===== src/rtl/vga_pkg.sv =====
// Colour constants and reset-palette helper shared by the VGA palette mux and its register file.
package vga_pkg;

   // 3-bit {R,G,B} enable masks; the low three index bits pick channels in the default palette
   localparam logic [2:0] BLACK = 3'b000;
   localparam logic [2:0] BLUE  = 3'b001;
   localparam logic [2:0] GREEN = 3'b010;
   localparam logic [2:0] RED   = 3'b100;
   localparam logic [2:0] WHITE = 3'b111;

   localparam int MAX_WORD = 48;

   // Reset palette word {R,G,B}, each channel all-ones or zero; index bits above bit 2 are ignored
   function automatic logic [MAX_WORD-1:0] default_entry(input int unsigned index,
                                                         input int unsigned width);
      logic [MAX_WORD-1:0] chan;
      logic [MAX_WORD-1:0] word;
      logic [2:0]          idx;
      idx  = index[2:0];
      chan = ~({MAX_WORD{1'b1}} << width);
      word = '0;
      if ((idx & RED)   != BLACK) word = word | (chan << (2 * width));
      if ((idx & GREEN) != BLACK) word = word | (chan << width);
      if ((idx & BLUE)  != BLACK) word = word | chan;
      return word;
   endfunction

endpackage


===== src/rtl/vga_palette_regfile.sv =====
// Palette storage: one synchronous write port, one asynchronous read port, sync reset to defaults.
module vga_palette_regfile
   import vga_pkg::*;
#(
   parameter int SELECT_SIZE  = 3,
   parameter int OUT_RGB_SIZE = 4,
   parameter int WORD_W       = 3 * OUT_RGB_SIZE
) (
   input  logic                   clk_i,
   input  logic                   rst_i,
   input  logic                   we,
   input  logic [SELECT_SIZE-1:0] waddr,
   input  logic [WORD_W-1:0]      wdata,
   input  logic [SELECT_SIZE-1:0] raddr,
   output logic [WORD_W-1:0]      rdata
);

   localparam int DEPTH = 1 << SELECT_SIZE;

   logic [WORD_W-1:0] mem [DEPTH];

   // Any bits above the RGB word (blink flag) reset to 0
   always_ff @(posedge clk_i) begin
      if (rst_i) begin
         for (int i = 0; i < DEPTH; i++)
            mem[i] <= WORD_W'(default_entry(unsigned'(i), unsigned'(OUT_RGB_SIZE)));
      end else if (we) begin
         mem[waddr] <= wdata;
      end
   end

   assign rdata = mem[raddr];

endmodule


===== src/rtl/vga_palette_mux.sv =====
// Two-stage registered palette lookup with matched hsync/vsync delay.
// Optional per-entry blinking is enabled by defining VGA_PALETTE_BLINK_EN.
module vga_palette_mux
   import vga_pkg::*;
#(
   parameter int SELECT_SIZE  = 3,
   parameter int OUT_RGB_SIZE = 4,
   parameter int BLINK_FRAMES = 30
) (
   input  logic                      clk_i,
   input  logic                      rst_i,
   input  logic [SELECT_SIZE-1:0]    select_i,
   input  logic                      inActiveArea_i,
   input  logic                      hsync_i,
   input  logic                      vsync_i,
   input  logic                      pal_we_i,
   input  logic [SELECT_SIZE-1:0]    pal_addr_i,
   input  logic [3*OUT_RGB_SIZE-1:0] pal_data_i,
`ifdef VGA_PALETTE_BLINK_EN
   input  logic                      pal_blink_i,
`endif
   output logic [OUT_RGB_SIZE-1:0]   red_o,
   output logic [OUT_RGB_SIZE-1:0]   green_o,
   output logic [OUT_RGB_SIZE-1:0]   blue_o,
   output logic                      hsync_o,
   output logic                      vsync_o
);

   localparam int RGB_W = 3 * OUT_RGB_SIZE;
`ifdef VGA_PALETTE_BLINK_EN
   localparam int WORD_W = RGB_W + 1;
`else
   localparam int WORD_W = RGB_W;
`endif

   logic [SELECT_SIZE-1:0] s1_sel;
   logic                   s1_act, s1_hs, s1_vs;
   logic                   wr_en;
   logic [SELECT_SIZE-1:0] wr_addr;
   logic [WORD_W-1:0]      wr_data;
   logic [WORD_W-1:0]      rd_word;
   logic [RGB_W-1:0]       rgb_q;
   logic                   hs_q, vs_q;
   logic                   blank;

   // Writes are staged alongside stage 1 so a write lines up with the index sampled in the
   // same cycle: that index still sees the old entry, the next one sees the new entry.
   always_ff @(posedge clk_i) begin
      if (rst_i) begin
         s1_sel  <= '0;
         s1_act  <= 1'b0;
         s1_hs   <= 1'b0;
         s1_vs   <= 1'b0;
         wr_en   <= 1'b0;
         wr_addr <= '0;
         wr_data <= '0;
      end else begin
         s1_sel  <= select_i;
         s1_act  <= inActiveArea_i;
         s1_hs   <= hsync_i;
         s1_vs   <= vsync_i;
         wr_en   <= pal_we_i;
         wr_addr <= pal_addr_i;
`ifdef VGA_PALETTE_BLINK_EN
         wr_data <= {pal_blink_i, pal_data_i};
`else
         wr_data <= pal_data_i;
`endif
      end
   end

   vga_palette_regfile #(
      .SELECT_SIZE  (SELECT_SIZE),
      .OUT_RGB_SIZE (OUT_RGB_SIZE),
      .WORD_W       (WORD_W)
   ) u_regfile (
      .clk_i (clk_i),
      .rst_i (rst_i),
      .we    (wr_en),
      .waddr (wr_addr),
      .wdata (wr_data),
      .raddr (s1_sel),
      .rdata (rd_word)
   );

`ifdef VGA_PALETTE_BLINK_EN
   localparam int CNT_W = (BLINK_FRAMES > 1) ? $clog2(BLINK_FRAMES) : 1;

   logic             vsync_q;
   logic [CNT_W-1:0] frame_cnt;
   logic             blink_phase;

   // Frame count advances on each vsync rising edge; phase flips every BLINK_FRAMES frames
   always_ff @(posedge clk_i) begin
      if (rst_i) begin
         vsync_q     <= 1'b0;
         frame_cnt   <= '0;
         blink_phase <= 1'b1;
      end else begin
         vsync_q <= vsync_i;
         if (vsync_i && !vsync_q) begin
            if (frame_cnt == CNT_W'(BLINK_FRAMES - 1)) begin
               frame_cnt   <= '0;
               blink_phase <= ~blink_phase;
            end else begin
               frame_cnt <= frame_cnt + 1'b1;
            end
         end
      end
   end

   assign blank = !s1_act || (rd_word[RGB_W] && !blink_phase);
`else
   assign blank = !s1_act;
`endif

   always_ff @(posedge clk_i) begin
      if (rst_i) begin
         rgb_q <= '0;
         hs_q  <= 1'b0;
         vs_q  <= 1'b0;
      end else begin
         rgb_q <= blank ? '0 : rd_word[RGB_W-1:0];
         hs_q  <= s1_hs;
         vs_q  <= s1_vs;
      end
   end

   assign red_o   = rgb_q[3*OUT_RGB_SIZE-1:2*OUT_RGB_SIZE];
   assign green_o = rgb_q[2*OUT_RGB_SIZE-1:OUT_RGB_SIZE];
   assign blue_o  = rgb_q[OUT_RGB_SIZE-1:0];
   assign hsync_o = hs_q;
   assign vsync_o = vs_q;

endmodule

===== config.mk =====
export PLATFORM = sky130hd
export DESIGN_NAME = vga_palette_mux
export DESIGN_NICKNAME = d
export VERILOG_FILES = /design/src/rtl/vga_pkg.sv /design/src/rtl/vga_palette_regfile.sv /design/src/rtl/vga_palette_mux.sv
export SDC_FILE = /design/constraint.sdc
export NUM_CORES = 1
export LEC_CHECK = 0
export CAP_MARGIN = 20
export CORE_UTILIZATION = 58
export CTS_BUF_LIST = sky130_fd_sc_hd__clkbuf_8 sky130_fd_sc_hd__clkbuf_16
export CTS_CLUSTER_SIZE = 16
export DETAILED_ROUTE_END_ITERATION = 8
export PLACE_DENSITY = 0.77
export SLEW_MARGIN = 20
export SYNTH_ARGS = -nofsm -noshare
export SYNTH_HDL_FRONTEND = slang
export SYNTH_SLANG_ARGS = --single-unit

===== constraint.sdc =====
create_clock -name clk_i -period 5 [get_ports clk_i]
set_clock_uncertainty 0.1 [all_clocks]
set_input_delay 1 -clock clk_i [delete_from_list [all_inputs] [get_ports clk_i]]
set_output_delay 1 -clock clk_i [all_outputs]
set_load 0.005 [all_outputs]

# Yosys cells after proc, flatten, opt, wreduce, memory -nomap -nowiden
# Memories as Yosys holds them, arrays and structs flattened. A register that Yosys moved wholly into a read port is not among the register bits.
# Index checks and enable logic that the tools add are counted.
[op_classes] div=0 bitwise_logic=1 n_addsub=0 mul=0 shift=0 eq_ne=0 n_reduce_logical=2 muxes=15 order_cmp=0
[ops] operator="$mux 12" count=8
[ops] operator="$reduce_or 12->1" count=1
[ops] operator="$mux 1" count=6
[ops] operator="$mux 3" count=1
[ops] operator="$reduce_or 2->1" count=1
[ops] operator="$not 1->1" count=1
[totals] n_memories=1 ram_bits=96 latchBits=0 output_inout_bits=14 in_bits=24 mem_bits_ro=0 regBits=24 elab_cells=28
[mem_list] memory="u_regfile.mem" depth=8 word_bits=12 rd=1 rd_ports_with_merged_regs=1 write_ports=8 line_no="vga_palette_regfile.sv:20" rtl="logic [WORD_W-1:0] mem [DEPTH];"

# Depth between registers and ports, before layout
# Gate-level depths: netlist (run 1).
[depth] ltp_word=5 mapped_depth=6 depth_no_buf=3

# Hierarchy
# Synthesis (run 1) repeated with hierarchy kept, for this count alone.
[hier_totals] hier_cells=347 area_unflattened_um2=5512.8
[by_module_without_submodules] mod="vga_palette_regfile" cells_per_inst=271 instances=1 area_each_um2=4511.8 seq_area_each_um2=2882.8
[by_module_without_submodules] mod="vga_palette_mux" cells_per_inst=76 instances=1 area_each_um2=1001.0 seq_area_each_um2=720.7

# Worst setup path before layout (run 1)
# No wires, ideal clock.
[synth_path] kind="input-to-reg" start="in rst_i" end="mem u_regfile.mem[7][0] in the netlist's numbering (enable)" arrival_ps=2019 setup_ps=383 path_slack_ps=2497 stages=3 t_required_ps=4517 n_path_buf=1 cell_sequence="nand3b_1 -> clkbuf_1 -> o21bai_1"
[synth_lines] element="start: declaration" line_no="vga_palette_mux.sv:11" rtl="input logic rst_i,"
[synth_lines] element="end: declaration" line_no="vga_palette_regfile.sv:20"

==> results of run 1 <==
## placed cells by master, fill, tap and decap left out, types with 2 or more instances in the layout
master / instances
edfxtp_1: 96
and2_1: 49
mux2i_1: 48
or3_1: 44
clkdlybuf4s50_1: 37
dfxtp_1: 35
nor2b_1: 26
a22o_1: 24
clkbuf_16: 17
nor3_1: 13
nand2b_1: 7
or2_2: 7
nor2_1: 6
clkbuf_8: 4
buf_4: 4
inv_4: 3
clkinv_2: 3
clkinvlp_4: 2
clkinv_4: 2
## metal layers
layer,wire (um),vias up,track usage (%),share of wire (%)
met5,0,-,0,0
li1,-,1475,-,-
met4,247,0,10.9,2.2
met1,4650,1569,31.7,41
met3,787,27,5.94,6.9
met2,5640,176,42.1,50
## cells by family (layout without fill, tap and decap cells)
| family | count (synthesis) | count (layout) | synth area share (%) |
|---|---|---|---|
| flip-flops | 132 | 132 | 67.0 |
| buffers and inverters | 25 | 73 | 2.30 |
| multiplexers | 48 | 48 | 8.93 |
| AO/OA/AOI/OAI | 25 | 25 | 4.05 |
| AND/OR/NAND/NOR | 156 | 156 | 17.7 |
## worst paths after layout
path         slack (ps)                   to
min reg2reg         340              hsync_o
max                1940  u_regfile.mem[0][6]
max reg2reg        2900  u_regfile.mem[0][6]
min                 340              hsync_o
## worst max-delay path: stages
cell	delay (ps)
clkdlybuf4s50_1	680
or3b_4	610
nor3_2	470
or2_2	380
## cell type report
type	instances	area (um2)	area share, %
tap	108	135	2.12
timing repair buffer	41	400	6.28
clock inverter	11	96.3	1.51
sequential	132	3600	56.6
clock buffer	21	480	7.54
multi-input combinational	229	1650	26.0
## sequential cells by signal, summed over array words and instances, names as in the netlist
name,count
u_regfile.mem,96
rgb_q,12
wr_data,12
s1_sel,3
wr_addr,3
hsync_o,1
s1_act,1
s1_hs,1
s1_vs,1
vsync_o,1
wr_en,1
## stage by stage
stage	area [um2]	hold WS, ps	setup slack, ps
2_1_floorplan	5380	314	2500
3_3_place_gp	5790	321	1550
3_5_place_dp	5790	332	1470
4_1_cts	6370	346	1980
5_1_grt	6370	357	1790
6_report	6370	339	1940
## power breakdown
part | total, uW | internal (uW) | switching (uW)
clock network | 1180 | 728 | 452
logic | 131 | 62.0 | 68.5
registers | 1240 | 1210 | 27.7
total | 2550 | 2000 | 549
==> results.sh, run 1 <==
export IMPL_violations="DRC"
export IMPL_clk_pin_slew_ps=60
export IMPL_tritoncts="built"
export IMPL_antenna_found_initial=0
export IMPL_wl_um=11300
export IMPL_clockRootBuffer="clkbuf_8"
export IMPL_reg2reg_from="wr_addr[0]"
export IMPL_peakVddDrop_v=0.000297
export IMPL_dieArea_mm2=0.00966
export IMPL_drive_gt1_share_pct=10.8
export IMPL_drc=1
export IMPL_hpwlAfterDp_um=7250
export IMPL_fp_coreArea_mm2=0.00885
export IMPL_worst_pin_slew_ps=965
export IMPL_final_fill_count=560
export IMPL_clk_latency_ps=510
export IMPL_grt_start_max_net_pins=49
export IMPL_power_total_uw=2550
export IMPL_ant_nets=0
export IMPL_syn_num_nets=410
export IMPL_dieHeight_um=98.3
export IMPL_setup_tns_ps=0
export IMPL_post_cts_buffers=0
export IMPL_min_period_ps=3060
export IMPL_drv_slew=0
export IMPL_clk_path_buf_depth=2
export IMPL_hp_class="reg2reg"
export IMPL_slew_headroom_pct=35.5
export IMPL_hold_depth=1
export IMPL_min_period_over_period_pct=61.2
export IMPL_start_util_pct=60.8
export IMPL_hp_start="s1_hs"
export IMPL_fmax_ghz=0.327
export IMPL_cts_hold_fix_buffers=0
export IMPL_wl_per_cell_um=20.9
export IMPL_nets=445
export IMPL_max_cap_violations=0
export IMPL_cts_resized=0
export IMPL_gr_total_overflow=0
export IMPL_yosys_warnings=0
export IMPL_io_pins=38
export IMPL_rr_worst_depth=3
export IMPL_cts_sinks=132
export IMPL_critPathLaunchType="input pin"
export IMPL_arrival_ps=3150
export IMPL_gp_congestion=0.756
export IMPL_outcome="finished with violations"
export IMPL_critical_path_class="in2reg"
export IMPL_placedCellCount=510
export IMPL_h_tree_depth=4
export IMPL_syn_area_per_cell_um2=13.9
export IMPL_ys_flop_type="edfxtp_1"
export IMPL_synth_top_cell_area_share_pct=53.6
export IMPL_worstPathMaxFanout=20
export IMPL_crit_start="rst_i"
export IMPL_yosysSeqAreaShare_pct=67.0
export IMPL_fin_cells=542
export IMPL_viasPerCell=5.99
export IMPL_synthTopCellsByCount="96 x edfxtp_1, 49 x and2_1, 48 x mux2i_1"
export IMPL_grt_pass1_vias=3175
export IMPL_grt_total_usage_pct=25.2
export IMPL_cts_buffers=17
export IMPL_netlist_area_mm2=0.00538
export IMPL_synth_ff_latch_count=132
export IMPL_required_ps=5090
export IMPL_num_vias=3247
export IMPL_hold_viol=0
export IMPL_synth_area_top_cells="edfxtp_1 54%, dfxtp_1 13%, mux2i_1 8.9%"
export IMPL_diodes=0
export IMPL_drt_iter0_drc=292
export IMPL_rows=34
export IMPL_p_leak_uw=0.00221
export IMPL_crit_path_end_kind="register"
export IMPL_ys_async_sr_fraction_pct=0
export IMPL_finalSetupViolCount=0
export IMPL_dr_pass1_iters=9
export IMPL_io_buffer_count=37
export IMPL_final_util_pct=72.0
export IMPL_synth_most_common_cell="edfxtp_1"
export IMPL_grt_pass1_wl_um=17300
export IMPL_synth_edff_count=96
export IMPL_rsz0062_at_grt="no"
export IMPL_die_x_um=98.3
export IMPL_yosysTopAreaCell="edfxtp_1"
export IMPL_yosysUniqueCellTypes=20
export IMPL_areaGrowthSynthToFinish_pct=18.5
export IMPL_powerDensity_mw_per_mm2=400
export IMPL_synthCells=386
(Power assumes the default switching activity.)
==> inputs of run 2 (changes only) <==
--- a/config.mk
+++ b/config.mk
@@ -6,11 +6,11 @@
 export NUM_CORES = 1
 export LEC_CHECK = 0
 export CAP_MARGIN = 20
-export CORE_UTILIZATION = 58
+export CORE_UTILIZATION = 52
 export CTS_BUF_LIST = sky130_fd_sc_hd__clkbuf_8 sky130_fd_sc_hd__clkbuf_16
 export CTS_CLUSTER_SIZE = 16
 export DETAILED_ROUTE_END_ITERATION = 8
-export PLACE_DENSITY = 0.77
+export PLACE_DENSITY = 0.73
 export SLEW_MARGIN = 20
 export SYNTH_ARGS = -nofsm -noshare
 export SYNTH_HDL_FRONTEND = slang
==> constraint.sdc (replaced) <==
create_clock -name clk_i -period 2.7 [get_ports clk_i]
set_clock_uncertainty 0.1 [all_clocks]
set_input_delay 0.54 -clock clk_i [delete_from_list [all_inputs] [get_ports clk_i]]
set_output_delay 0.54 -clock clk_i [all_outputs]
set_load 0.005 [all_outputs]
==> run 2 against run 1 <==
Effect of this change:
- hold slack better by 5.9 ps
- non-clock buffer count grew 8
- setup slack worse by 1200 ps
- sequential cell count did not move
- die area is 11% higher
- total power grew 75%
- critical endpoint is now blue_o[0]
- combinational power up 88%
- via count down 2.2%
- design area is 0.55% higher
- sequential power grew 85%
- register-to-register slack got worse by 2100 ps
- the run now ends clean
- wire length fell by 4.9%
- largest cell class unchanged
==> results.sh, run 2 (synthesis gave the netlist of run 1 again) <==
export IMPL_outcome="complete, no violations"
export IMPL_p_leak_uw=0.00222
export IMPL_worst_pin_slew_ps=937
export IMPL_die_x_um=104
export IMPL_cts_buffers=17
export IMPL_path_depth=1
export IMPL_grt_start_max_net_pins=34
export IMPL_peakVddDrop_v=0.000551
export IMPL_io_buffer_count=37
export IMPL_io_pins=38
export IMPL_cts_sinks=132
export IMPL_fp_coreArea_mm2=0.00991
export IMPL_top_regs="u_regfile.mem: 96 flops, rgb_q: 12 flops, wr_data: 12 flops"
export IMPL_hold_viol=0
export IMPL_rsz0062_at_grt="no"
export IMPL_drc=0
export IMPL_hp_class="reg2reg"
export IMPL_r2r_slack_ps=790
export IMPL_max_cap_violations=0
export IMPL_most_common_layout_cells="96 x edfxtp_1, 49 x and2_1, 48 x mux2i_1"
export IMPL_critical_path_class="reg2out"
export IMPL_start_util_pct=54.3
export IMPL_clk_pin_slew_ps=60
export IMPL_setup_tns_ps=0
export IMPL_fin_ws_ps=704
export IMPL_rows=36
export IMPL_dieHeight_um=104
export IMPL_reg2reg_from="wr_addr[1]"
export IMPL_crit_buf_inv=1
export IMPL_nets=453
export IMPL_cts_resized=0
export IMPL_h_tree_depth=4
export IMPL_num_vias=3175
export IMPL_cts_hold_fix_buffers=0
export IMPL_min_period_over_period_pct=73.9
export IMPL_drive_gt1_share_pct=11.5
export IMPL_tritoncts="built"
export IMPL_largest_register_ffs=96
export IMPL_min_period_ps=2000
export IMPL_clockRootBuffer="clkbuf_8"
export IMPL_areaGrowthSynthToFinish_pct=19.1
export IMPL_critPathLaunchType="register"
export IMPL_fmax_ghz=0.501
export IMPL_drv_slew=0
export IMPL_diodes=0
export IMPL_critical_path_endpoint="blue_o[0]"
export IMPL_post_cts_buffers=0
export IMPL_final_util_pct=64.6
export IMPL_wl_um=10800
export IMPL_dp_slack_ps=189
export IMPL_finalSetupViolCount=0
export IMPL_worstPathCellList="clkdlybuf4s50_1"
export IMPL_arrival_ps=1360
export IMPL_final_common_cell="edfxtp_1"
export IMPL_slew_headroom_pct=37.3
export IMPL_dieArea_mm2=0.0108
export IMPL_grt_pass1_wl_um=17100
export IMPL_dr_pass1_iters=4
export IMPL_cpPeakStageDelay_ps=510
export IMPL_clk_path_buf_depth=2
export IMPL_crit_start="rgb_q[0]"
export IMPL_grt_total_usage_pct=21.7
export IMPL_hpwlAfterDp_um=7310
export IMPL_antenna_found_initial=0
export IMPL_gr_total_overflow=0
export IMPL_max_flop_register="u_regfile.mem"
export IMPL_gp_congestion=0.780
export IMPL_clk_latency_ps=520
export IMPL_viasPerCell=5.52
export IMPL_worstPathMaxFanout=1
export IMPL_holdWs_ps=345
export IMPL_powerDensity_mw_per_mm2=698
export IMPL_reg2reg_to="u_regfile.mem[6][11]"
export IMPL_grt_pass1_vias=3212
export IMPL_crit_path_end_kind="output port"
export IMPL_wl_per_cell_um=18.7
export IMPL_ant_nets=0
export IMPL_power_total_uw=4470
export IMPL_drt_iter0_drc=149
export IMPL_required_ps=2060
export IMPL_crit_slowest_cell="clkdlybuf4s50_1"
export IMPL_cp_top_family="buffers and inverters"
export IMPL_rr_worst_depth=3
run 2: cell types whose count changed in the layout (fill, tap and decap cells not counted), sizes merged:
cell      previous run  this run
inv                  3         4
clkinvlp             2         3
clkbuf              21        17
clkinv               5         8
bufinv               1         0
buf                  4        12
run 2: cell type report:
type | count | area, um2
sequential | 132 | 3600
fill | 738 | 3500
multi-input combinational | 229 | 1650
timing repair buffer | 49 | 473
clock buffer | 17 | 414
tap | 133 | 166
clock inverter | 15 | 97.6
run 2: worst min path at each step:
| stage | from | end | slack [ps] | cells after the start |
|---|---|---|---|---|
| after global routing | s1_vs | vsync_o | 360 | 1 |
| final | s1_vs | vsync_o | 350 | 1 |
| after floorplan | s1_hs | hsync_o | 310 | 1 |
| after CTS | s1_vs | vsync_o | 350 | 1 |
| after global placement | s1_vs | vsync_o | 320 | 1 |
| after detailed placement | s1_vs | vsync_o | 340 | 1 |
run 2: per-layer routing:
metal,wire (um),vias up,global-route usage (%)
met5,0,-,0
met4,202,0,8.98
met3,584,15,5.10
met2,5410,106,36.2
met1,4580,1560,27.2
li1,-,1494,-
run 2: through the flow:
| stage | instance area, um2 | instances |
|---|---|---|
| detailed placement | 5890 | 543 |
| global placement | 5890 | 543 |
| CTS | 6410 | 575 |
| global route | 6410 | 575 |
| floorplan | 5380 | 386 |
| finish | 6410 | 575 |
run 2: where the power goes:
group          total [uW]  internal (uW)  switching, uW
Combinational         246            121            125
Clock                1940           1110            822
Sequential           2290           2240           48.2
Total                4470           3470            996
run 2: worst reg2reg max path, delay by kind of cell (launching register included):
kind	cells	cell delay, ps
flops	1	420
simple gates	3	1070
==> inputs of run 3 (changes only) <==
==> constraint.sdc (replaced) <==
create_clock -name clk_i -period 1.8 [get_ports clk_i]
set_clock_uncertainty 0.1 [all_clocks]
set_input_delay 0.36 -clock clk_i [delete_from_list [all_inputs] [get_ports clk_i]]
set_output_delay 0.36 -clock clk_i [all_outputs]
set_load 0.005 [all_outputs]
==> run 3 against run 2 <==
Effect of this change:
- largest power group unchanged
- highest routed layer unchanged
- final cell count rose by 2.4%
- critical path depth grew 3
- first-iteration DRC count is 17% lower
- global-route usage down 0.42 points
- die area stayed put
- critical path type is now in2reg
==> results.sh, run 3 (synthesis gave the netlist of run 1 again) <==
export IMPL_outcome="complete, no violations"
export IMPL_grt_start_max_net_pins=41
export IMPL_min_period_ps=1770
export IMPL_tritoncts="built"
export IMPL_fin_ws_ps=29.1
export IMPL_final_common_cell="edfxtp_1"
export IMPL_multi_input_area_mm2=0.00167
export IMPL_rsz0062_at_grt="no"
export IMPL_finalSetupViolCount=0
export IMPL_worst_pin_slew_ps=894
export IMPL_fin_cells=589
export IMPL_drv_slew=0
export IMPL_clockRootBuffer="clkbuf_8"
export IMPL_top_regs="u_regfile.mem: 96 flops, rgb_q: 12 flops, wr_data: 12 flops"
export IMPL_clk_path_buf_depth=2
export IMPL_arrival_ps=1910
export IMPL_clk_latency_ps=510
export IMPL_die_x_um=104
export IMPL_wl_um=10600
export IMPL_diodes=0
export IMPL_regArea_mm2=0.00360
export IMPL_cts_hold_fix_buffers=0
export IMPL_dp_slack_ps=-469
export IMPL_placedCellCount=557
export IMPL_cts_sinks=132
export IMPL_final_fill_count=692
export IMPL_num_vias=3182
export IMPL_worstPathCellList="clkdlybuf4s50_1, or3b_4, buf_4, or3_1"
export IMPL_io_buffer_count=37
export IMPL_crit_slowest_cell="clkdlybuf4s50_1"
export IMPL_wl_per_cell_um=18.1
export IMPL_max_cap_violations=0
export IMPL_cts_buffers=17
export IMPL_crit_path_end_kind="register"
export IMPL_grt_pass1_vias=3329
export IMPL_worstPathMaxFanout=11
export IMPL_start_util_pct=54.3
export IMPL_drt_iter0_drc=124
export IMPL_fmax_ghz=0.565
export IMPL_cpPeakStageDelay_ps=500
export IMPL_dieArea_mm2=0.0108
export IMPL_dr_pass1_iters=5
export IMPL_grt_pass1_wl_um=17000
export IMPL_min_period_over_period_pct=98.4
export IMPL_io_pins=38
export IMPL_nets=467
export IMPL_hpwlAfterDp_um=7240
export IMPL_antenna_found_initial=0
export IMPL_dieHeight_um=104
export IMPL_hold_viol=0
export IMPL_max_flop_register="u_regfile.mem"
export IMPL_slew_headroom_pct=40.3
export IMPL_largest_register_ffs=96
export IMPL_rows=36
export IMPL_gr_total_overflow=0
export IMPL_h_tree_depth=4
export IMPL_critical_path_class="in2reg"
export IMPL_drive_gt1_share_pct=14.9
export IMPL_drc=0
export IMPL_viasPerCell=5.40
export IMPL_clk_pin_slew_ps=60
export IMPL_powerDensity_mw_per_mm2=1070
export IMPL_peakVddDrop_v=0.000927
export IMPL_required_ps=1940
export IMPL_areaGrowthSynthToFinish_pct=23.5
export IMPL_grt_total_usage_pct=21.3
export IMPL_ant_nets=0
export IMPL_most_common_layout_cells="96 x edfxtp_1, 49 x and2_1, 48 x mux2i_1"
export IMPL_p_leak_uw=0.00250
export IMPL_gp_congestion=0.720
export IMPL_fp_coreArea_mm2=0.00991
export IMPL_hp_class="in2reg"
export IMPL_critPathLaunchType="input pin"
-- run 3: path summary, 6_finish.rpt --
path / cells past startpoint / slack, ps / endpoint / from
worst max-delay path: 4 / 30 / u_regfile.mem[2][5] / rst_i
worst min-delay path: 2 / 300 / wr_data[1] / pal_data_i[1]
worst max register to register: 3 / 70 / rgb_q[0] / s1_sel[2]
worst min register to register: 1 / 340 / vsync_o / s1_vs
-- run 3: area by class of cell --
type / count / share of cell area [%]
Multi-Input combinational cell: 229 / 25.1
Sequential cell: 132 / 54.3
Clock inverter: 15 / 2.35
Clock buffer: 17 / 6.24
Timing Repair Buffer: 63 / 9.53
Tap cell: 133 / 2.51
-- run 3: stage by stage --
step / util (%) / hold WS, ps / power (uW) / instance area [um2] / setup TNS (ps)
6_report: 67.0 / 297 / 7110 / 6640 / 0
5_1_grt: 67.0 / 277 / 7330 / 6640 / 0
4_1_cts: 66.7 / 280 / 7140 / 6610 / 0
3_5_place_dp: 61.0 / 334 / 3890 / 6050 / -64720
3_3_place_gp: 61.0 / 326 / 3870 / 6050 / -57240
2_1_floorplan: - / 314 / 3690 / 5390 / 0
-- run 3: routing by layer --
| metal | global-route usage [%] | up-vias | part of all wire (%) |
|---|---|---|---|
| li1 | - | 1523 | - |
| met1 | 26.1 | 1523 | 41 |
| met2 | 35.3 | 117 | 50 |
| met3 | 5.66 | 19 | 6.0 |
| met4 | 9.49 | 0 | 2.3 |
| met5 | 0 | - | 0 |
-- run 3: critical path, delay by kind of cell --
kind                   cells  cell delay [ps]
AND/OR/NAND/NOR            2              840
buffers and inverters      2              700
-- run 3: where the power goes --
part | total, uW | switching [uW] | internal (uW)
combinational | 396 | 194 | 202
clock | 3290 | 1310 | 1980
sequential | 3420 | 66.5 | 3360
-- run 3: repair_timing --
item / in CTS / in global routing
setup endpoints to repair: 4 / 34
resized for setup: 4 / 12
setup buffers: 0 / 0
